**src/rtl/alu_md_if.sv**
```systemverilog
// Handshake and operand/result bundle between the execute stage and alu_md.
// master drives requests and accepts results; slave is the ALU side.
interface alu_md_if #(
    parameter int WIDTH = 32
);
    logic             in_valid;
    logic             in_ready;
    logic [3:0]       op;
    logic [WIDTH-1:0] a;
    logic [WIDTH-1:0] b;
    logic             out_valid;
    logic             out_ready;
    logic [WIDTH-1:0] result;
    logic             zero;
    logic             negative;
    logic             overflow;
    logic             div_by_zero;
    logic             illegal;

    modport master (
        output in_valid, op, a, b, out_ready,
        input  in_ready, out_valid, result, zero, negative, overflow, div_by_zero, illegal
    );

    modport slave (
        input  in_valid, op, a, b, out_ready,
        output in_ready, out_valid, result, zero, negative, overflow, div_by_zero, illegal
    );
endinterface

```
**src/rtl/alu_md.sv**
```systemverilog
// Handshaked execute-stage ALU with registered results, iterative shift-add multiplier
// and optional restoring divider (built only when ALU_MD_DIV_EN is defined).
module alu_md #(
    parameter int WIDTH = 32,
    parameter int SHW   = $clog2(WIDTH)
) (
    input  logic    CLK,
    input  logic    nRST,
    alu_md_if.slave bus
);

    typedef enum logic [1:0] {S_IDLE, S_MUL, S_DIV, S_DONE} state_e;

    typedef enum logic [3:0] {
        OP_SLL, OP_SRL, OP_ADD, OP_SUB, OP_AND, OP_OR, OP_XOR, OP_NOR,
        OP_SLT, OP_SLTU, OP_MUL, OP_MULHU, OP_DIVU, OP_REMU
    } op_e;

    localparam logic [SHW-1:0] CNT_LAST = SHW'(WIDTH - 1);

    state_e             state_q, state_d;
    logic               accept;
    logic [3:0]         op_q, op_d;
    logic [WIDTH-1:0]   a_q, a_d;
    logic [2*WIDTH-1:0] acc_q, acc_d;
    logic [SHW-1:0]     cnt_q, cnt_d;
    logic [WIDTH-1:0]   result_q, result_d;
    logic               zero_q, zero_d;
    logic               negative_q, negative_d;
    logic               overflow_q, overflow_d;
    logic               dbz_q, dbz_d;
    logic               illegal_q, illegal_d;

    logic               load;
    logic [WIDTH-1:0]   res_new;
    logic               ovf_new;
    logic [WIDTH-1:0]   alu_res;
    logic               alu_ovf;
    logic               alu_ill;
    logic [WIDTH:0]     mul_sum;
    logic [2*WIDTH-1:0] mul_next;
`ifdef ALU_MD_DIV_EN
    logic [WIDTH-1:0]   b_q, b_d;
    logic [WIDTH:0]     div_shift;
    logic [WIDTH:0]     div_diff;
    logic [2*WIDTH-1:0] div_next;
`endif

    assign accept = bus.in_valid && bus.in_ready;

    // NOTE: reset is synchronous, so it lives inside the clocked block and uses <= like all state.
    always_ff @(posedge CLK) begin
        if (!nRST) state_q <= S_IDLE;
        else       state_q <= state_d;
    end

    always_comb begin
        state_d = state_q;
        case (state_q)
            S_IDLE: begin
                if (accept) begin
                    if (bus.op == OP_MUL || bus.op == OP_MULHU) state_d = S_MUL;
`ifdef ALU_MD_DIV_EN
                    else if (bus.op == OP_DIVU || bus.op == OP_REMU) state_d = S_DIV;
`endif
                    else state_d = S_DONE;
                end
            end
            S_MUL: if (cnt_q == '0) state_d = S_DONE;
`ifdef ALU_MD_DIV_EN
            S_DIV: if (b_q == '0 || cnt_q == '0) state_d = S_DONE;
`else
            S_DIV: state_d = S_IDLE;
`endif
            S_DONE: if (bus.out_ready) state_d = S_IDLE;
            default: state_d = S_IDLE;
        endcase
    end

    always_comb begin
        bus.in_ready  = (state_q == S_IDLE);
        bus.out_valid = (state_q == S_DONE);
    end

    // Single-cycle ops; multi-cycle opcodes never take this result when their unit exists.
    always_comb begin
        alu_res = '0;
        alu_ovf = 1'b0;
        alu_ill = 1'b0;
        case (bus.op)
            OP_SLL:  alu_res = bus.a << bus.b[SHW-1:0];
            OP_SRL:  alu_res = bus.a >> bus.b[SHW-1:0];
            OP_ADD: begin
                alu_res = bus.a + bus.b;
                alu_ovf = (bus.a[WIDTH-1] == bus.b[WIDTH-1]) && (alu_res[WIDTH-1] != bus.a[WIDTH-1]);
            end
            OP_SUB: begin
                alu_res = bus.a - bus.b;
                alu_ovf = (bus.a[WIDTH-1] != bus.b[WIDTH-1]) && (alu_res[WIDTH-1] != bus.a[WIDTH-1]);
            end
            OP_AND:  alu_res = bus.a & bus.b;
            OP_OR:   alu_res = bus.a | bus.b;
            OP_XOR:  alu_res = bus.a ^ bus.b;
            OP_NOR:  alu_res = ~(bus.a | bus.b);
            OP_SLT:  alu_res = {{(WIDTH-1){1'b0}}, $signed(bus.a) < $signed(bus.b)};
            OP_SLTU: alu_res = {{(WIDTH-1){1'b0}}, bus.a < bus.b};
            default: alu_ill = 1'b1;
        endcase
    end

    // Low half of acc holds the multiplier and shifts out as the product shifts in.
    always_comb begin
        mul_sum  = {1'b0, acc_q[2*WIDTH-1:WIDTH]} + (acc_q[0] ? {1'b0, a_q} : '0);
        mul_next = {mul_sum, acc_q[WIDTH-1:1]};
    end

`ifdef ALU_MD_DIV_EN
    // Restoring step: high half is the partial remainder, low half dividend/quotient.
    always_comb begin
        div_shift = {acc_q[2*WIDTH-1:WIDTH], acc_q[WIDTH-1]};
        div_diff  = div_shift - {1'b0, b_q};
        if (div_diff[WIDTH]) div_next = {div_shift[WIDTH-1:0], acc_q[WIDTH-2:0], 1'b0};
        else                 div_next = {div_diff[WIDTH-1:0], acc_q[WIDTH-2:0], 1'b1};
    end
`endif

    // NOTE: every variable gets a default first so no path leaves one unassigned (no latches).
    always_comb begin
        op_d      = op_q;
        a_d       = a_q;
        acc_d     = acc_q;
        cnt_d     = cnt_q;
        dbz_d     = dbz_q;
        illegal_d = illegal_q;
`ifdef ALU_MD_DIV_EN
        b_d       = b_q;
`endif
        load      = 1'b0;
        res_new   = '0;
        ovf_new   = 1'b0;
        case (state_q)
            S_IDLE: begin
                if (accept) begin
                    op_d      = bus.op;
                    a_d       = bus.a;
                    cnt_d     = CNT_LAST;
                    dbz_d     = 1'b0;
                    illegal_d = 1'b0;
`ifdef ALU_MD_DIV_EN
                    b_d       = bus.b;
`endif
                    if (bus.op == OP_MUL || bus.op == OP_MULHU) begin
                        acc_d = {{WIDTH{1'b0}}, bus.b};
`ifdef ALU_MD_DIV_EN
                    end else if (bus.op == OP_DIVU || bus.op == OP_REMU) begin
                        acc_d = {{WIDTH{1'b0}}, bus.a};
`endif
                    end else begin
                        load      = 1'b1;
                        res_new   = alu_res;
                        ovf_new   = alu_ovf;
                        illegal_d = alu_ill;
                    end
                end
            end
            S_MUL: begin
                acc_d = mul_next;
                if (cnt_q == '0) begin
                    load    = 1'b1;
                    res_new = (op_q == OP_MULHU) ? mul_next[2*WIDTH-1:WIDTH] : mul_next[WIDTH-1:0];
                end else begin
                    cnt_d = cnt_q - 1'b1;
                end
            end
`ifdef ALU_MD_DIV_EN
            S_DIV: begin
                if (b_q == '0) begin
                    load    = 1'b1;
                    dbz_d   = 1'b1;
                    res_new = (op_q == OP_DIVU) ? '1 : a_q;
                end else begin
                    acc_d = div_next;
                    if (cnt_q == '0) begin
                        load    = 1'b1;
                        res_new = (op_q == OP_DIVU) ? div_next[WIDTH-1:0] : div_next[2*WIDTH-1:WIDTH];
                    end else begin
                        cnt_d = cnt_q - 1'b1;
                    end
                end
            end
`endif
            default: ;
        endcase
        result_d   = load ? res_new : result_q;
        zero_d     = load ? (res_new == '0) : zero_q;
        negative_d = load ? res_new[WIDTH-1] : negative_q;
        overflow_d = load ? ovf_new : overflow_q;
    end

    always_ff @(posedge CLK) begin
        if (!nRST) begin
            op_q       <= '0;
            a_q        <= '0;
            acc_q      <= '0;
            cnt_q      <= '0;
            result_q   <= '0;
            zero_q     <= 1'b0;
            negative_q <= 1'b0;
            overflow_q <= 1'b0;
            dbz_q      <= 1'b0;
            illegal_q  <= 1'b0;
`ifdef ALU_MD_DIV_EN
            b_q        <= '0;
`endif
        end else begin
            op_q       <= op_d;
            a_q        <= a_d;
            acc_q      <= acc_d;
            cnt_q      <= cnt_d;
            result_q   <= result_d;
            zero_q     <= zero_d;
            negative_q <= negative_d;
            overflow_q <= overflow_d;
            dbz_q      <= dbz_d;
            illegal_q  <= illegal_d;
`ifdef ALU_MD_DIV_EN
            b_q        <= b_d;
`endif
        end
    end

    assign bus.result      = result_q;
    assign bus.zero        = zero_q;
    assign bus.negative    = negative_q;
    assign bus.overflow    = overflow_q;
    assign bus.div_by_zero = dbz_q;
    assign bus.illegal     = illegal_q;

endmodule

```
**src/flat_wrapper.sv**
```systemverilog
// flat-port wrapper written by rule: the top's interface ports become plain ports
module alu_md_flat 
#(
    parameter int WIDTH = 32,
    parameter int SHW   = $clog2(WIDTH)
)
  (CLK, nRST, bus_in_valid, bus_op, bus_a, bus_b, bus_out_ready, bus_in_ready, bus_out_valid, bus_result, bus_zero, bus_negative, bus_overflow, bus_div_by_zero, bus_illegal);
  alu_md_if #(.WIDTH(WIDTH)) bus_i ();
  input  logic CLK;
  input  logic nRST;
  input wire logic [$bits(bus_i.in_valid)-1:0] bus_in_valid;
  input wire logic [$bits(bus_i.op)-1:0] bus_op;
  input wire logic [$bits(bus_i.a)-1:0] bus_a;
  input wire logic [$bits(bus_i.b)-1:0] bus_b;
  input wire logic [$bits(bus_i.out_ready)-1:0] bus_out_ready;
  output wire logic [$bits(bus_i.in_ready)-1:0] bus_in_ready;
  output wire logic [$bits(bus_i.out_valid)-1:0] bus_out_valid;
  output wire logic [$bits(bus_i.result)-1:0] bus_result;
  output wire logic [$bits(bus_i.zero)-1:0] bus_zero;
  output wire logic [$bits(bus_i.negative)-1:0] bus_negative;
  output wire logic [$bits(bus_i.overflow)-1:0] bus_overflow;
  output wire logic [$bits(bus_i.div_by_zero)-1:0] bus_div_by_zero;
  output wire logic [$bits(bus_i.illegal)-1:0] bus_illegal;
  assign bus_i.in_valid = bus_in_valid;
  assign bus_i.op = bus_op;
  assign bus_i.a = bus_a;
  assign bus_i.b = bus_b;
  assign bus_i.out_ready = bus_out_ready;
  assign bus_in_ready = bus_i.in_ready;
  assign bus_out_valid = bus_i.out_valid;
  assign bus_result = bus_i.result;
  assign bus_zero = bus_i.zero;
  assign bus_negative = bus_i.negative;
  assign bus_overflow = bus_i.overflow;
  assign bus_div_by_zero = bus_i.div_by_zero;
  assign bus_illegal = bus_i.illegal;
  alu_md #(.WIDTH(WIDTH), .SHW(SHW)) u_core (.CLK(CLK), .nRST(nRST), .bus(bus_i));
endmodule
```
**config.mk**
```make
export PLATFORM = sky130hd
export DESIGN_NAME = alu_md_flat
export DESIGN_NICKNAME = d
export VERILOG_FILES = /design/src/rtl/alu_md_if.sv /design/src/rtl/alu_md.sv /design/src/flat_wrapper.sv
export SDC_FILE = /design/constraint.sdc
export NUM_CORES = 1
export LEC_CHECK = 0
export BUFFER_PORTS_ARGS = -buffer_cell sky130_fd_sc_hd__buf_4
export CORE_MARGIN = 3
export CORE_UTILIZATION = 39
export CTS_BUF_LIST = sky130_fd_sc_hd__clkbuf_8 sky130_fd_sc_hd__clkbuf_16
export DETAILED_ROUTE_END_ITERATION = 10
export PLACE_DENSITY = 0.51
export SLEW_MARGIN = 20
export SYNTH_ARGS = -nofsm -noshare
export SYNTH_HDL_FRONTEND = slang
export SYNTH_SLANG_ARGS = --single-unit
```
**constraint.sdc**
```tcl
create_clock -name CLK -period 9.4 [get_ports CLK]
set_input_delay 0.47 -clock CLK [delete_from_list [all_inputs] [get_ports CLK]]
set_output_delay 0.47 -clock CLK [all_outputs]
set_load 0.03 [all_outputs]
```
== Word level (Yosys, flattened, before mapping) ==
Index checks and enable logic that the tools add are counted.
Word-level totals
  bits of input ports: 72
  bits in registers: 143
  output and inout bits: 39
Cells by class
  magnitude comparators: 2
  add/sub/neg operators: 4
  reductions and logical operators: 14
  equal/unequal tests: 24
  muxes and demuxes: 28
  shift operators: 2
  bitwise gates (word level): 4
Operators with widths (count)
  $pmux 32 s10: 1
  $mux 32: 5
  $mux 64: 2
  $pmux 64 s2: 1
  $lt 32x32->1: 2
  $pmux 32 s2: 1
  $add 32x33->33: 1
  $add 32x32->32: 1
  $and 32x32->32: 1
  $logic_not 32->1: 1
  $not 32->32: 1
  $or 32x32->32: 1
  $shl 32x5->32: 1
  $shr 32x5->32: 1
  $sub 32x32->32: 1
  $xor 32x32->32: 1
  $eq 4x4->1 const B: 5
  $eq 4x3->1 const B: 4
  $mux 5: 2
  $pmux 5 s2: 1
  $reduce_or 10->1: 1
  $reduce_and 3->1: 3
  $eq 4x2->1 const B: 2
  $mux 1: 8
  18 further kinds: 30

== Depth between registers and ports, before layout ==
Gate-level depths: netlist of the first run.
  word-level depth: 7
  mapped depth: 19
  depth with buffers taken out: 15

== Worst setup path before layout of the first run ==
OpenSTA, ideal clock, no wires.
  kind: input to register
  from: input bus_b[3]
  to: register u_core.zero_q (netlist: u_core.bus.zero)
  cell stages on the path: 19
  slack: 5.149 ns
  buffers on the path: 5
  data arrival time: 4.192 ns
  cells stage by stage: buf_2 buf_2 inv_1 buf_6 clkbuf_1 ha_1 buf_2 nor3_1 a2111oi_4 a211oi_1 o311a_1 o2111ai_1 nand2_1 nand2_1 nand2_1 o221a_2 a211o_1 nor4_1 a31o_1
Between the ends
  word-level cells in the longest chain between the ends: 7
Ends and longest elaborated chain
  start: declaration: RTL line flat_wrapper.sv:14  | input wire logic [$bits(bus_i.b)-1:0] bus_b;
  branches (longest 2 deep; another with $sub 32x32->32)
  $pmux 32 s10 (*): RTL line alu_md.sv:90  | case (bus.op)
  $mux 32 (*): RTL line alu_md.sv:152  | if (bus.op == OP_MUL || bus.op == OP_MULHU) begin
  $mux 32 (*): RTL line alu_md.sv:143  | if (accept) begin
  $pmux 32 s2 (*): RTL line alu_md.sv:141  | case (state_q)
  $logic_not 32->1 (*): RTL line alu_md.sv:195  | zero_d = load ? (res_new == '0) : zero_q;
  end signal: assignment: RTL line alu_md.sv:221  | zero_q <= zero_d;
  end: declaration: RTL line alu_md.sv:28  | logic zero_q, zero_d;
Every way passes the cells marked *.
A chain may end at the register's enable or synchronous reset.

== Worst setup path after layout of the first run ==
  from: input bus_b[0]
  to: register u_core.zero_q (netlist: u_core.bus.zero)
Same word-level chain as after synthesis.

==> reports/metrics.csv, run 1 <==
stage,metric,value,unit
clock_tree,h-tree-depth,4,
final_layout,mostFrequentLayoutCells,"338 x nand2_1, 222 x nor2_1, 207 x a21oi_1",
final_layout,drive_gt1_share,11.7,%
clock_tree,clockBufferDepth,2,
floorplanning,fp.coreArea,44600,sq um
drt,wl_per_cell,31.1,microns
worst_hold_path,hp-class,in2reg,
critical_path,cp.buffers_inverters,3,
critical_path,critPathKind,in2reg,
critical_path,cp_top_family,simple AND/OR/NAND/NOR gates,
power_and_ir_drop,power.leakage,0.00786,uW
power_and_ir_drop,vdd.ir_drop.worst,0.000109,V
critical_path,critPathArrivalTime,5850,ps
clock_tree,insertion_delay,440,ps
drt,drt_iter0_markers,2363,
sta,rsz0062_at_grt,no,
synth,ys_types,100,
clock_tree,cts_buffers,17,
sta,setup_viol,0,
sta,fmax,0.183,GHz
sta,relSlewSlack,17.3,%
critical_path,rr_startpoint,u_core.acc_q[0],
drt,via_per_inst,6.73,
floorplanning,die_area,48200,sq um
sta,finClkSkew,10.9,ps
floorplanning,initial_utilization,39.9,%
synth,ys_ff_latch,142,
drt,antenna_left,0,
synth,ys_warn_count,0,
floorplanning,io_pins,111,
sta,slew_viol_final,0,
floorplanning,dieWidth,220,microns
place,dp_hpwl,68.4,mm
synth,synth_nets,2642,
critical_path,crit_path_start_kind,input pin,
global_route,grt_pass1_vias,18900,
place,io_buffers,109,
critical_path,path_cells,buf_4 > buf_4 > inv_1 > ha_1 > mux2i_4 > mux2_2 > nor2_1 > or4_1 > a211oi_1 > o21ai_1 > nand4b_1 > nor4_2 > nand4_1 > nor4_1 > a31o_1,
synth,async_flop_share,0,%
status,status,completed,
power_and_ir_drop,powerDensity,123,nW/um^2
drt,totalWireLength,92.7,mm
clock_tree,cts-resized-gates,0,
place,placed_cells,2947,
sta,period_minus_slack,5460,ps
final_layout,nNetsFinal,2596,
clock_tree,cts_setup_buffers,0,
sta,hold_ws,299,ps
global_route,grtUsageTotal,37.4,%
synth,synth_edf_count,0,
final_layout,fin_cells,2979,
critical_path,cp.required,9790,ps
drt,drc_errors,0,
critical_path,cpMostUsedCell,buf_4,
final_layout,syn_to_final_growth,7.69,%
synth,ys_seq_area_share,16.0,%
drt,route.vias.total,20100,
clock_tree,clkTransAtPathRegs,60,ps
place,gp_congestion,1.04,
critical_path,r2r_cells,14,
sta,hold_viol,0,
global_route,antenna_found_initial,3,
critical_path,critPathMaxFanout,50,
final_layout,final_common_cell,nand2_1,
sta,tightestPinTransition,1240,ps
global_route,overflow,0,
critical_path,r2r_slack,4490,ps
clock_tree,holdBufCountCts,0,
clock_tree,root_buffer,clkbuf_16,
global_route,grt_pass1_wl,133,mm
run,cap_violations,0,
floorplanning,rows,77,
critical_path,cp-end-kind,register,
sta,min_period_over_period,58.1,%
worst_hold_path,holdPathStages,3,
critical_path,cpMaxStageDelayCell,buf_4,
worst_hold_path,holdPathEnd,u_core.state_q[0],
clock_tree,cts_sinks,142,
worst_hold_path,min_from,bus_out_ready,
global_route,grt_max_degree,74,
clock_tree,tritoncts,built,
sta,setup_tns,0,ps
synth,syn-instance-count,2420,
floorplanning,die_h,220,microns
critical_path,max_stage_delay,740,ps
drt,first_pass_iters,5,
synth,synth_ff_type,dfxtp_1,
critical_path,r2r-end,u_core.bus.zero,
synth,syn_area,17800,sq um
synth,avgSynthCellArea,7.35,sq um
==> worst max path at each step <==
stage	depth (start not counted)	to	startpoint	slack (ps)
detailed placement	15	u_core.bus.zero	bus_b[0]	3620
finish	15	u_core.bus.zero	bus_b[0]	3940
CTS	15	u_core.bus.zero	bus_b[0]	4090
global route	16	u_core.bus.zero	bus_b[2]	3680
global placement	15	u_core.bus.zero	bus_b[0]	3710
floorplan	19	u_core.bus.zero	bus_b[3]	5150
==> Yosys cell counts (26+ instances only) <==
cell        n  area [sq um]
buf_6      26           293
and2_1     46           288
a311oi_1   42           368
buf_2      31           155
dfxtp_1   142          2840
xnor2_1    35           307
nor2_1    227           852
a211oi_1   47           353
ha_1      147          1840
nor3_1     58           290
a221oi_1   30           263
mux2_2     27           304
mux4_2     31           698
mux2i_1    62           621
o21ai_0   101           505
inv_1      93           349
nand3_1    53           265
a21oi_1   208          1040
nor2b_1    27           169
o211ai_1   34           255
a31oi_1    31           194
nand2_1   338          1270
o22ai_1    30           188
clkbuf_1  125           469
a22oi_1    37           278
==> report_power, final <==
| part | internal, uW | total (uW) | switching [uW] |
|---|---|---|---|
| clock | 400 | 677 | 277 |
| sequential | 649 | 690 | 40.3 |
| combinational | 307 | 984 | 677 |
| total | 1360 | 2350 | 994 |
==> area by class of cell <==
| type | count | area, sq um |
|---|---|---|
| diodes | 1 | 2.50 |
| clock buffers | 19 | 453 |
| clock inverters | 12 | 124 |
| fillers | 4670 | 25400 |
| inverters | 95 | 359 |
| multi-input cells | 1981 | 13600 |
| flip-flops and latches | 142 | 2840 |
| well taps | 592 | 741 |
| repair buffers | 137 | 1030 |
==> flip-flops by register name (all words and copies together), names as in the netlist <==
signal,flops
u_core.acc_q,64
u_core.bus.zero,1
u_core.op_q,4
u_core.bus.negative,1
u_core.bus.result,31
u_core.cnt_q,5
u_core.state_q,2
u_core.bus.overflow,1
u_core.bus.illegal,1
u_core.a_q,32
==> per-layer routing <==
metal	part of all wire (%)	track usage (%)	vias to the layer above
met5	0.030	0	-
met4	8.0	25.1	4
met3	8.9	8.20	292
met2	42	55.3	1170
met1	41	48.7	9753
li1	-	-	8841
==> metrics by stage <==
step	util [%]	total power, uW	setup WS, ps	instance area [sq um]
after floorplan	-	1300	5150	17800
after global placement	41.6	1650	3710	18600
after CTS	42.9	2330	4090	19200
after detailed placement	41.7	1650	3620	18600
final	43.0	2350	3940	19200
after global routing	42.9	2450	3680	19200
==> worst register-to-register path, stage by stage, from the launching register on <==
cell and delay [ps]:
dfxtp_2 710, and2_1 230, ha_1 300, a211oi_1 330
o211ai_1 170, a221oi_1 580, nor3_1 100, a21oi_1 130
o221ai_1 290, a311oi_1 710, nand2_1 130, nor4_2 520
nand4_1 150, nor4_1 320, a31o_1 180
==> logic make-up (layout without fill, tap and decap cells) <==
logic type / count (synthesis) / after routing / share of synthesized area [%]
and+or+nand+nor: 881 / 881 / 22.8
xor gates and xnor gates: 51 / 51 / 2.51
buffers and inverters: 297 / 263 / 7.95
muxes: 135 / 135 / 10.6
AOI/OAI and AO/OA: 763 / 763 / 29.5
other: 1 / 2 / 0.0211
adders and majority gates: 150 / 150 / 10.7
DFF: 142 / 142 / 16.0
Power figures use the tool's default switching activity.
==> run 2: changes to the inputs <==
--- a/config.mk
+++ b/config.mk
@@ -5,6 +5,7 @@
 export SDC_FILE = /design/constraint.sdc
 export NUM_CORES = 1
 export LEC_CHECK = 0
+export ABC_AREA = 1
 export BUFFER_PORTS_ARGS = -buffer_cell sky130_fd_sc_hd__buf_4
 export CORE_MARGIN = 3
 export CORE_UTILIZATION = 39
==> constraint.sdc (replaced) <==
create_clock -name CLK -period 5.45 [get_ports CLK]
set_input_delay 0.2725 -clock CLK [delete_from_list [all_inputs] [get_ports CLK]]
set_output_delay 0.2725 -clock CLK [all_outputs]
set_load 0.03 [all_outputs]
==> run 2 against run 1 <==
Clock skew is 0.78 ps lower. Via count rose by 17%. Register-to-register slack worse by 2700 ps. Critical path depth increased by 4. Utilization up 0.23 points. Die area grew 4.7%. Sequential power is 74% higher. Area after synthesis up 4.8%. Combinational power grew 70%. Cell count increased by 36%.
==> reports/metrics.csv, run 2 <==
stage,metric,value,unit
power_and_ir_drop,vdd.ir_drop.worst,0.000201,V
sta,tightestPinTransition,1040,ps
synth,synth_compound_area_share,13.4,%
power_and_ir_drop,p_clk_share,28.2,%
clock_tree,insertion_delay,440,ps
drt,via_per_inst,5.78,
clock_tree,cts_sinks,142,
critical_path,cpMaxStageDelayCell,buf_4,
run,cap_violations,0,
synth,synth_most_common_cell,nand2_1,
sta,setup_tns,0,ps
worst_hold_path,holdPathEnd,u_core.state_q[0],
clock_tree,holdBufCountCts,0,
drt,route.vias.total,23500,
synth,synth_nets,3665,
final_layout,drive_gt1_share,6.88,%
synth,yosys-top-cells-area,"nand2_1 20%, dfxtp_1 15%, nand3_1 15%",
sta,relSlewSlack,30.7,%
place,gp_congestion,1.07,
power_and_ir_drop,power.leakage,0.0107,uW
final_layout,fin_util,43.2,%
final_layout,multiInputGateArea,13300,sq um
critical_path,max_stage_delay,480,ps
clock_tree,clockBufferDepth,2,
power_and_ir_drop,switching_share,44.2,%
sta,rsz0062_at_grt,no,
floorplanning,fp.coreArea,46900,sq um
place,dp_hpwl,76.2,mm
synth,avgSynthCellArea,5.42,sq um
sta,setup_viol,0,
sta,period_minus_slack,3830,ps
critical_path,cpMostUsedCell,nor2_1,
synth,synth_ff_type,dfxtp_1,
worst_hold_path,hp-class,in2reg,
floorplanning,dieWidth,225,microns
power_and_ir_drop,seq_power_share,30.0,%
floorplanning,io_pins,111,
synth,synth-xor-area-share,0.376,%
final_layout,final_common_cell,nand2_1,
critical_path,critPathMaxFanout,54,
final_layout,regMostFlops,u_core.acc_q,
final_layout,fillers,5384,
critical_path,r2r_cells,19,
power_and_ir_drop,p_comb_share,41.8,%
synth,synthAdderAreaFrac,10.2,%
sta,finClkSkew,10.2,ps
clock_tree,cts_setup_buffers,0,
synth,async_flop_share,0,%
place,pre_cts_slack,1350,ps
clock_tree,cts_buffers,17,
global_route,overflow,0,
synth,ys_seq_area_share,15.2,%
floorplanning,rows,79,
synth,ys_types,52,
floorplanning,initial_utilization,39.8,%
drt,first_pass_iters,8,
drt,drc_errors,0,
synth,syn-instance-count,3443,
sta,slew_viol_final,0,
critical_path,r2r_slack,1780,ps
critical_path,critPathArrivalTime,4190,ps
synth,ys_warn_count,0,
clock_tree,root_buffer,clkbuf_16,
worst_hold_path,holdPathStages,4,
floorplanning,die_area,50500,sq um
critical_path,cp_top_family,simple AND/OR/NAND/NOR gates,
critical_path,critPathKind,in2reg,
place,place_area,19700,sq um
power_and_ir_drop,total_power,3990,uW
final_layout,mostFrequentLayoutCells,"1,016 x nand2_1, 552 x nand3_1, 449 x inv_1",
synth,syn_area,18600,sq um
synth,synth.area.mux_share,0,%
sta,worst_slack,1620,ps
sta,fmax,0.261,GHz
global_route,grtUsageTotal,36.0,%
power_and_ir_drop,powerDensity,197,nW/um^2
clock_tree,tritoncts,built,
critical_path,cp.buffers_inverters,3,
clock_tree,h-tree-depth,4,
final_layout,syn_to_final_growth,8.52,%
critical_path,cp.required,5800,ps
sta,hold_viol,0,
status,status,completed,
synth,ys_ff_latch,142,
floorplanning,die_h,225,microns
global_route,antenna_found_initial,4,
worst_hold_path,min_from,bus_out_ready,
global_route,grt_pass1_wl,136,mm
synth,synth_top_family_by_area,simple AND/OR/NAND/NOR gates,
global_route,grt_pass1_vias,21400,
clock_tree,cts-resized-gates,0,
final_layout,largest_reg_flops,64,
final_layout,regArea,2840,sq um
synth,yosysTopAreaCellShare,20.5,%
place,io_buffers,109,
clock_tree,clkTransAtPathRegs,60,ps
final_layout,nNetsFinal,3667,
drt,drt_iter0_markers,2845,
synth,synth_top_cell_by_area,nand2_1,
critical_path,cp-end-kind,register,
synth,synth_edf_count,0,
final_layout,design_area,20200,sq um
critical_path,crit_path_start_kind,input pin,
sta,min_period_over_period,70.3,%
synth,synth-simple-area-share,47.3,%
global_route,grt_max_degree,65,
drt,wl_per_cell,23.2,microns
drt,antenna_left,0,
critical_path,r2r-end,u_core.bus.zero,
critical_path,path_cells,buf_4 > inv_2 > buf_4 > ha_1 > nor2_1 > nand3_1 > nand3b_1 > o21ai_0 > nand2_1 > nand3_1 > nor2_1 > nor2_1 > nor2_1 > nand2_1 > nor2_1 > nand2_1 > nor2_1 > nand4_1 > a21oi_1,
power_and_ir_drop,internal_power,2230,uW
synth,synthTopCellsByCount,"1,016 x nand2_1, 552 x nand3_1, 448 x inv_1",
critical_path,rr_startpoint,u_core.acc_q[0],
power_and_ir_drop,p_switching,1760,uW
drt,totalWireLength,94.5,mm
==> run 2: cells by family (layout without fill, tap and decap cells) <==
kind of cell / count (synthesis) / in the layout
AND/OR/NAND/NOR: 2062 / 2062
XOR/XNOR: 8 / 8
flip-flops: 142 / 142
other: 1 / 2
AO/OA/AOI/OAI: 463 / 463
buffers and inverters: 617 / 631
adder cells (fa/ha/maj): 150 / 150
==> run 2: layout make-up <==
cell class,instances,share of cell area [%]
inverter,464,8.62
antenna,1,0.0124
clock buffer,19,2.24
sequential,142,14.0
timing repair buffer,136,5.05
multi-input combinational,2684,65.8
clock inverter,12,0.482
tap,607,3.75
==> run 2: power groups by stage <==
| stage | clock (uW) | combinational [uW] | sequential (uW) |
|---|---|---|---|
| 5_1_grt | 1180 | 1810 | 1210 |
| 4_1_cts | 1140 | 1620 | 1200 |
| 2_1_floorplan | 0 | 1000 | 1230 |
| 3_5_place_dp | 0 | 1610 | 1220 |
| 3_3_place_gp | 0 | 1610 | 1220 |
| 6_report | 1120 | 1670 | 1200 |
==> run 2: worst max-delay path by stage <==
stage | depth (start not counted) | end | from | slack, ps
global route | 21 | u_core.bus.zero | bus_b[3] | 1460
CTS | 19 | u_core.bus.zero | bus_b[3] | 1800
global placement | 21 | u_core.bus.zero | bus_b[3] | 1390
floorplan | 24 | u_core.bus.zero | u_core.acc_q[0] | 2560
finish | 19 | u_core.bus.zero | bus_b[3] | 1620
detailed placement | 19 | u_core.bus.zero | bus_b[3] | 1350
==> run 2: worst register-to-register path, stage by stage, from the launching register on <==
cell,delay (ps)
dfxtp_1,330
buf_4,320
nand2_1,110
inv_1,90
ha_1,290
a21oi_1,240
o21ai_0,230
a21oi_1,230
nand2_1,200
nand2_1,130
nand3_1,130
nand2_1,110
inv_1,40
a21oi_1,220
nand2_1,90
nor2_1,150
nand2_1,60
nor2_1,340
nand4_1,140
a21oi_1,150
==> run 2: routing by layer <==
| layer | part of all wire (%) | wire length (microns) | vias to the layer above | global-route usage (%) |
|---|---|---|---|---|
| li1 | - | - | 11100 | - |
| met1 | 43 | 40800 | 10900 | 49.1 |
| met2 | 41 | 38900 | 1272 | 54.0 |
| met3 | 10 | 9760 | 221 | 8.55 |
| met4 | 5.3 | 4980 | 4 | 16.0 |
| met5 | 0.031 | 29 | - | 0 |
==> run 2: stage by stage <==
step | instances | hold slack [ps]
after detailed placement | 4033 | 462
after floorplan | 3443 | 423
after global placement | 4033 | 456
after CTS | 4064 | 121
after global routing | 4064 | 141
final | 4065 | 129
==> run 3: changes to the inputs <==
--- a/config.mk
+++ b/config.mk
@@ -11,7 +11,7 @@
 export CORE_UTILIZATION = 39
 export CTS_BUF_LIST = sky130_fd_sc_hd__clkbuf_8 sky130_fd_sc_hd__clkbuf_16
 export DETAILED_ROUTE_END_ITERATION = 10
-export PLACE_DENSITY = 0.51
+export PLACE_DENSITY = 0.53
 export SLEW_MARGIN = 20
 export SYNTH_ARGS = -nofsm -noshare
 export SYNTH_HDL_FRONTEND = slang
==> constraint.sdc (replaced) <==
create_clock -name CLK -period 3.3 [get_ports CLK]
set_input_delay 0.165 -clock CLK [delete_from_list [all_inputs] [get_ports CLK]]
set_output_delay 0.165 -clock CLK [all_outputs]
set_load 0.03 [all_outputs]
==> run 3 against run 2 <==
Combinational power rose by 84%. Hold slack got worse by 110 ps. Non-clock buffer count rose by 198. Cell count is 4.9% higher. Die area stayed put. Sequential power increased by 65%. Via count is 4.3% higher. First-iteration DRC count is 1.5% higher. Routed wire length increased by 3.7%. Clock power grew 85%.
==> reports/metrics.csv, run 3 (synthesis results as in run 2) <==
stage,metric,value,unit
status,status,completed,
clock_tree,clkTransAtPathRegs,70,ps
place,pre_cts_slack,-248,ps
floorplanning,initial_utilization,39.8,%
drt,totalWireLength,97.9,mm
sta,hold_viol,0,
floorplanning,die_area,50500,sq um
critical_path,cpMaxStageDelayCell,o21ai_0,
global_route,grt_max_degree,95,
sta,worst_slack,168,ps
critical_path,cp.buffers_inverters,3,
place,dp_hpwl,79.7,mm
critical_path,path_cells,clkbuf_16 > nand2_1 > inv_1 > ha_1 > inv_1 > o21ai_0 > nor2_1 > o21ai_0 > a21oi_1 > nand3_1 > nand3_1 > nand2_1 > nand2_1 > nor2_1 > nand2_1 > nor2_1 > nand4_1 > a21oi_2,
clock_tree,root_buffer,clkbuf_16,
drt,route.vias.total,24500,
power_and_ir_drop,vdd.ir_drop.worst,0.000326,V
critical_path,critPathMaxFanout,16,
critical_path,cp_num_cells,18,
power_and_ir_drop,power.leakage,0.0117,uW
final_layout,diodes,0,
final_layout,syn_to_final_growth,18.3,%
clock_tree,cts_buffers,17,
clock_tree,clockBufferDepth,2,
floorplanning,die_h,225,microns
place,io_buffers,109,
floorplanning,io_pins,111,
final_layout,regMostFlops,u_core.acc_q,
critical_path,crit_path_start_kind,register,
global_route,grt_pass1_vias,22600,
critical_path,critPathArrivalTime,3510,ps
sta,tightestPinTransition,1220,ps
clock_tree,cts_sinks,142,
global_route,antenna_found_initial,3,
clock_tree,insertion_delay,440,ps
clock_tree,h-tree-depth,4,
worst_hold_path,holdPathStages,3,
global_route,overflow,0,
drt,first_pass_iters,8,
drt,drt_iter0_markers,2889,
floorplanning,rows,79,
sta,setup_viol,0,
drt,wl_per_cell,23.0,microns
critical_path,cp.required,3680,ps
critical_path,cpMostUsedCell,nand2_1,
sta,finClkSkew,8.85,ps
place,placed_cells,4229,
clock_tree,holdBufCountCts,0,
critical_path,cp-end-kind,register,
global_route,grtUsageTotal,37.4,%
clock_tree,tritoncts,built,
final_layout,fin_cells,4263,
critical_path,max_stage_delay,400,ps
final_layout,largest_reg_flops,64,
final_layout,final_common_cell,nand2_1,
final_layout,drive_gt1_share,12.7,%
power_and_ir_drop,powerDensity,323,nW/um^2
sta,relSlewSlack,18.4,%
place,gp_congestion,1.11,
floorplanning,fp.coreArea,46900,sq um
sta,period_minus_slack,3130,ps
worst_hold_path,hp-class,in2reg,
critical_path,cp_top_family,simple AND/OR/NAND/NOR gates,
drt,drc_errors,0,
run,cap_violations,0,
final_layout,nNetsFinal,3865,
floorplanning,dieWidth,225,microns
global_route,grt_pass1_wl,142,mm
final_layout,mostFrequentLayoutCells,"1,012 x nand2_1, 552 x nand3_1, 447 x inv_1",
sta,fmax,0.319,GHz
drt,via_per_inst,5.75,
sta,slew_viol_final,0,
critical_path,critPathKind,reg2reg,
critical_path,r2r_cells,18,
sta,min_period_over_period,94.9,%
drt,antenna_left,0,
## run 3: changes by cell type in the layout (fill, tap and decap cells not counted), sizes merged
cell	change
bufinv	+2
diode	-1
inv	+3
clkinvlp	-1
clkbuf	-1
clkinv	-1
buf	+197
## run 3: power by group
group          internal (uW)  total (uW)  switching [uW]
clock                   1200        2070             863
combinational            977        3080            2100
sequential              1870        1980             110
total                   4050        7120            3080
## run 3: per-layer routing
layer	vias up	track usage, %	part of all wire, %
li1	11500	-	-
met1	11500	51.6	43
met2	1290	56.2	42
met3	212	8.05	10
met4	6	16.1	5.1
met5	-	0	0.037
## run 3: what timing repair did
action / 4_1_cts / 5_1_grt
resized for setup: 0 / 34
buffers inserted: 0 / 1
endpoints found under the setup margin: 0 / 1
## run 3: worst register-to-register path: cells and delay by family, from the launching register on
| kind | cells | cell delay (ps) |
|---|---|---|
| buffers and inverters | 3 | 310 |
| AOI/OAI and AO/OA | 4 | 980 |
| DFF | 1 | 390 |
| and+or+nand+nor | 10 | 1060 |
| adders and majority gates | 1 | 350 |
## run 3: final cells by class
| cell class | count | area, sq um |
|---|---|---|
| clock buffers | 17 | 425 |
| clock inverters | 15 | 184 |
| fillers | 5199 | 24800 |
| inverters | 464 | 1740 |
| multi-input cells | 2684 | 13400 |
| flip-flops and latches | 142 | 2850 |
| well taps | 607 | 759 |
| repair buffers | 334 | 2700 |
## run 3: path summary, 6_finish.rpt
path                                        from          endpoint  slack, ps
worst max register to register   u_core.acc_q[0]   u_core.bus.zero        170
worst min register to register  u_core.acc_q[53]  u_core.acc_q[53]        470
worst min-delay path                   bus_a[25]    u_core.a_q[25]         20
worst max-delay path             u_core.acc_q[0]   u_core.bus.zero        170
## run 3: per-stage QoR
| stage | util [%] | instance area, sq um | TNS, ps | hold WS, ps | power [uW] |
|---|---|---|---|---|---|
| floorplan | - | 18600 | 0 | 315 | 3700 |
| global placement | 45.5 | 21300 | -218 | 456 | 4950 |
| detailed placement | 45.5 | 21300 | -248 | 464 | 4970 |
| CTS | 46.8 | 21900 | 0 | 12.2 | 7020 |
| global route | 47.1 | 22100 | -11.8 | 16.5 | 7470 |
| finish | 47.1 | 22100 | 0 | 18.7 | 7120 |
